**src/rtl/serial_multicaster.sv**
```systemverilog
// Serial command receiver that writes a data word into masked ports of one line
// or all lines, holding port values until the next matching frame.
module serial_multicaster #(
    parameter int unsigned NUM_LINES = 4,
    parameter int unsigned PORTS     = 4,
    parameter int unsigned DATA_W    = 4
) (
    input  logic                                clk,
    input  logic                                rst,
    input  logic                                bitEn,
    input  logic                                serIn,
    output logic [NUM_LINES*PORTS*DATA_W-1:0]   portOut,
    output logic [NUM_LINES-1:0]                lineUpd,
    output logic                                frameErr,
    output logic                                busy
);

    localparam int unsigned LW   = $clog2(NUM_LINES);
    localparam int unsigned MAXF = (LW > PORTS) ? ((LW > DATA_W) ? LW : DATA_W)
                                                : ((PORTS > DATA_W) ? PORTS : DATA_W);
    localparam int unsigned CW   = $clog2(MAXF + 1);

    localparam logic [2:0] IDLE   = 3'd0;
    localparam logic [2:0] BCAST  = 3'd1;
    localparam logic [2:0] LSEL   = 3'd2;
    localparam logic [2:0] MASK   = 3'd3;
    localparam logic [2:0] DATA   = 3'd4;
    localparam logic [2:0] STOP   = 3'd5;
    localparam logic [2:0] COMMIT = 3'd6;

    logic [2:0]           state, state_next;
    logic [CW-1:0]        cnt, cnt_next;
    logic                 bcast_q, stop_q;
    logic [LW-1:0]        lsel_q;
    logic [PORTS-1:0]     mask_q;
    logic [DATA_W-1:0]    data_q;
    logic [NUM_LINES-1:0] tgt;
    logic                 commit_ok;

    // State register
    always_ff @(posedge clk or posedge rst) begin
        if (rst) begin
            state <= IDLE;
            cnt   <= '0;
            busy  <= 1'b0;
        end else begin
            state <= state_next;
            cnt   <= cnt_next;
            busy  <= (state_next != IDLE);
        end
    end

    // Next state: each field counts down its bit width on bitEn samples
    always_comb begin
        state_next = state;
        cnt_next   = cnt;
        case (state)
            IDLE:   if (bitEn && !serIn) state_next = BCAST;
            BCAST:  if (bitEn) begin
                        state_next = LSEL;
                        cnt_next   = CW'(LW);
                    end
            LSEL:   if (bitEn) begin
                        if (cnt == CW'(1)) begin
                            state_next = MASK;
                            cnt_next   = CW'(PORTS);
                        end else begin
                            cnt_next = cnt - CW'(1);
                        end
                    end
            MASK:   if (bitEn) begin
                        if (cnt == CW'(1)) begin
                            state_next = DATA;
                            cnt_next   = CW'(DATA_W);
                        end else begin
                            cnt_next = cnt - CW'(1);
                        end
                    end
            DATA:   if (bitEn) begin
                        if (cnt == CW'(1)) begin
                            state_next = STOP;
                            cnt_next   = '0;
                        end else begin
                            cnt_next = cnt - CW'(1);
                        end
                    end
            STOP:   if (bitEn) state_next = COMMIT;
            COMMIT: state_next = (bitEn && !serIn) ? BCAST : IDLE;
            default: state_next = IDLE;
        endcase
    end

    // Target lines and frame validity
    always_comb begin
        tgt = '0;
        for (int l = 0; l < int'(NUM_LINES); l++) begin
            tgt[l] = bcast_q || (lsel_q == LW'(l));
        end
        commit_ok = stop_q && (bcast_q || ({1'b0, lsel_q} < (LW + 1)'(NUM_LINES)));
    end

    // Field shift registers (LSB-first), port registers and commit pulses
    always_ff @(posedge clk or posedge rst) begin
        if (rst) begin
            bcast_q  <= 1'b0;
            stop_q   <= 1'b0;
            lsel_q   <= '0;
            mask_q   <= '0;
            data_q   <= '0;
            portOut  <= '0;
            lineUpd  <= '0;
            frameErr <= 1'b0;
        end else begin
            if (bitEn) begin
                case (state)
                    BCAST: bcast_q <= serIn;
                    LSEL:  lsel_q  <= (lsel_q >> 1) | (LW'(serIn) << (LW - 1));
                    MASK:  mask_q  <= (mask_q >> 1) | (PORTS'(serIn) << (PORTS - 1));
                    DATA:  data_q  <= (data_q >> 1) | (DATA_W'(serIn) << (DATA_W - 1));
                    STOP:  stop_q  <= serIn;
                    default: ;
                endcase
            end
            lineUpd  <= '0;
            frameErr <= 1'b0;
            if (state == COMMIT) begin
                if (commit_ok) begin
                    lineUpd <= tgt;
                    for (int l = 0; l < int'(NUM_LINES); l++) begin
                        for (int p = 0; p < int'(PORTS); p++) begin
                            if (tgt[l] && mask_q[p]) begin
                                portOut[(l*PORTS + p)*DATA_W +: DATA_W] <= data_q;
                            end
                        end
                    end
                end else begin
                    frameErr <= 1'b1;
                end
            end
        end
    end

endmodule

```
**config.mk**
```make
export PLATFORM = sky130hd
export DESIGN_NAME = serial_multicaster
export DESIGN_NICKNAME = d
export VERILOG_FILES = /design/src/rtl/serial_multicaster.sv
export SDC_FILE = /design/constraint.sdc
export NUM_CORES = 1
export LEC_CHECK = 0
export ABC_AREA = 1
export BUFFER_PORTS_ARGS = -buffer_cell sky130_fd_sc_hd__buf_2
export CORE_MARGIN = 1
export CORE_UTILIZATION = 58
export DETAILED_ROUTE_END_ITERATION = 6
export GPL_TIMING_DRIVEN = 0
export PLACE_DENSITY = 0.92
export SETUP_SLACK_MARGIN = 0.05
export SYNTH_ARGS = -nofsm -noshare
export SYNTH_HDL_FRONTEND = slang
export SYNTH_SLANG_ARGS = --single-unit
```
**constraint.sdc**
```tcl
create_clock -name clk -period 5.45 [get_ports clk]
set_clock_uncertainty 0.15 [all_clocks]
set_input_delay 0.2725 -clock clk [delete_from_list [all_inputs] [get_ports clk]]
set_output_delay 0.2725 -clock clk [all_outputs]
set_load 0.01 [all_outputs]
```
==> reports/metrics.cfg <==
[run_status]
status = complete, no violations

[worst_setup_path]
cp.required_ns = 5.53
worstPathArrival_ns = 1.76
cp-end-kind = register
worst-setup-path-type = reg -> reg
crit_path_start_kind = register
crit_path_max_fanout = 10

[logic_synthesis]
synth_compound_area_share_pct = 11.90
synth-xor-area-share_pct = 0
synth.top_cells.by_count = nand2_1, dfrtp_1, o21ai_0
yosysUniqueCellTypes = 21
synthMuxAreaShare_pct = 0
netlist_area_um2 = 3627
ys.flop_type = dfrtp_1
synth_top_family_by_area = simple AND/OR/NAND/NOR gates
ys_ff_latch = 88
yosys_warnings = 0
async_flop_share_pct = 100.0
synth-simple-area-share_pct = 20.70
syn-num-nets = 402
ys_top_cells_by_area = dfrtp_1, nand2_1, o21ai_0
synth_most_common_cell = nand2_1
synth-edff-count = 0
syn-instance-count = 396
synth_area_per_cell_um2 = 9.160
yosysTopAreaCell = dfrtp_1
synthAdderAreaFrac_pct = 0.6899
yosysSeqAreaShare_pct = 60.71
synth_top_area_share_pct = 60.71

[layout]
drive_gt1_share_pct = 22.43
layout.cells.non_filler = 561
nets = 487
multi_input_area_um2 = 1207
final_area_um2 = 4342
seq_area_um2 = 2202
syn2layout_area_growth_pct = 19.70
n_antenna_cell = 0
nFillCells = 424

[placement]
io_buffers = 72
dp_hpwl_um = 5522
place_congestion = 0.7933
dpl_worst_slack_ns = 3.776
dp_cells = 544
detailed_place.area_um2 = 4111

[die]
fp.dieArea_um2 = 6574
num_io_pins = 74
fp.dieW_um = 81.08
num_rows = 28
start_util_pct = 60.55
die-height_um = 81.08
core_um2 = 5991

[global_routing]
grt_max_degree = 75
grt_pass1_vias = 2813
grt_use_total_pct = 25.73
gr-total-overflow = 0
grt_pass1_wl_um = 12720
antenna_found_initial = 0

[clock_network]
root_buffer = clkbuf_8
htree_num_levels = 3
numCtsBuffers = 9
clkSlewWorstSetupHoldPaths_ns = 0.08
post-cts-setup-buffers = 0
clk_latency_ns = 0.36
cts_tree = built
clock_path_buffers = 2
cts_sinks = 88

[pwr]
p_clk_share_pct = 31.9
power_density_nw_per_um2 = 355.8
ir_worst_vdd_v = 0.0003583
power_frac_comb_pct = 20.4
intPower_mw = 1.059
swShare_pct = 31.46
p_leak_nw = 2.487
power_mw = 1.545
p_switching_mw = 0.4860
seqPwrFrac_pct = 47.7

[timing]
rsz0062_at_grt = no
finalMaxSlewViolations = 0
setup_violations = 0
setup_ws_ns = 3.766
setup_tns_ns = 0
max_clock_freq_ghz = 0.5938
period_needed_ns = 1.684
relSlewSlack_pct = 68.94
hold_viol_final = 0
tightest_slew_ns = 0.4658
fin_crit_sh_pct = 30.90

[hold_path]
hp-class = in -> reg

[flow_run]
drv_cap = 0

[drt]
via_count = 2945
route.detailed.drc = 0
wl_per_cell_um = 13.79
vias_per_cell = 5.250
ant_nets = 0
drt_pass1_iterations = 5
drtIter0Drc = 217
finalWirelength_um = 7736

layer usage:
metal | global-route usage, % | vias to the layer above | part of all wire [%]
li1 | - | 1432 | -
met1 | 33.38 | 1414 | 44
met2 | 41.51 | 90 | 49
met3 | 6.292 | 9 | 5.3
met4 | 10.36 | 0 | 1.2
met5 | 0 | - | 0
layout make-up:
| cell class | count | share of cell area, % |
|---|---|---|
| timing repair buffer | 74 | 9.164 |
| tap | 75 | 2.161 |
| buffer | 15 | 2.594 |
| clock inverter | 6 | 1.902 |
| inverter | 28 | 2.478 |
| sequential | 88 | 50.72 |
| multi-input combinational | 265 | 27.81 |
| clock buffer | 10 | 3.170 |
cells in the final DEF, fill, tap and decap left out:
cell type	n
buf_2	75
clkinv_2	3
clkinvlp_4	1
nand2_1	136
inv_1	26
buf_16	1
buf_6	3
nand3_2	1
buf_4	5
o21ai_1	9
nor2_1	22
inv_2	1
clkbuf_8	10
dlygate4sd3_1	1
nand3_1	9
bufinv_16	2
dfrtp_1	88
o22ai_1	1
o21ai_0	73
nand4_1	4
ha_1	2
nor2_8	3
a21oi_1	3
inv_4	1
clkbuf_1	3
nand2_4	1
nor2_2	1
buf_8	1
power by group through the flow:
stage	logic (mW)	registers [mW]	clock network, mW
global placement	0.291	0.745	0
global route	0.360	0.742	0.525
CTS	0.315	0.736	0.499
finish	0.315	0.737	0.493
floorplan	0.236	0.742	0
detailed placement	0.313	0.749	0
through the flow:
step           hold WS [ns]  util, %
3_5_place_dp        0.06207    68.63
2_1_floorplan        0.2734        -
6_report             0.1344    72.47
3_3_place_gp         0.2963    68.13
5_1_grt              0.1409    72.47
4_1_cts              0.1147    72.47
worst max-delay path: stages, from the launching register on:
cell	delay, ns
dfrtp_1	0.44
inv_2	0.11
nand3_2	0.10
nor2_2	0.14
buf_6	0.16
nand3_1	0.23
nand2_1	0.14
o21ai_0	0.09
timing repair:
action                                 in CTS  in global routing
hold buffers                                1                  0
gates resized for setup                     0                  0
endpoints found under the hold margin      14                  0
logic make-up after synthesis:
logic type | count (synthesis)
flip-flops | 88
buffers and inverters | 43
AO/OA/AOI/OAI | 86
adder cells (fa/ha/maj) | 2
AND/OR/NAND/NOR | 177
final timing paths:
kind | slack (ns) | end | startpoint | depth (start not counted)
setup reg to reg | 3.77 | portOut[62] | state[0] | 7
hold / removal | 0.13 | data_q[3] | serIn | 3
max in group asynchronous | 4.32 | portOut[6] | rst | 4
setup / recovery | 3.77 | portOut[62] | state[0] | 7
hold reg to reg | 0.32 | frameErr | commit_ok | 1
min in group asynchronous | 0.23 | cnt[2] | rst | 3
registers in the layout, indices dropped and copies added, names as in the netlist:
register   count
mask_q         4
cnt            3
busy           1
portOut       64
lsel_q         2
commit_ok      1
data_q         4
lineUpd        4
frameErr       1
bcast_q        1
state          3
Note: power is estimated with default switching activity, not from simulation.
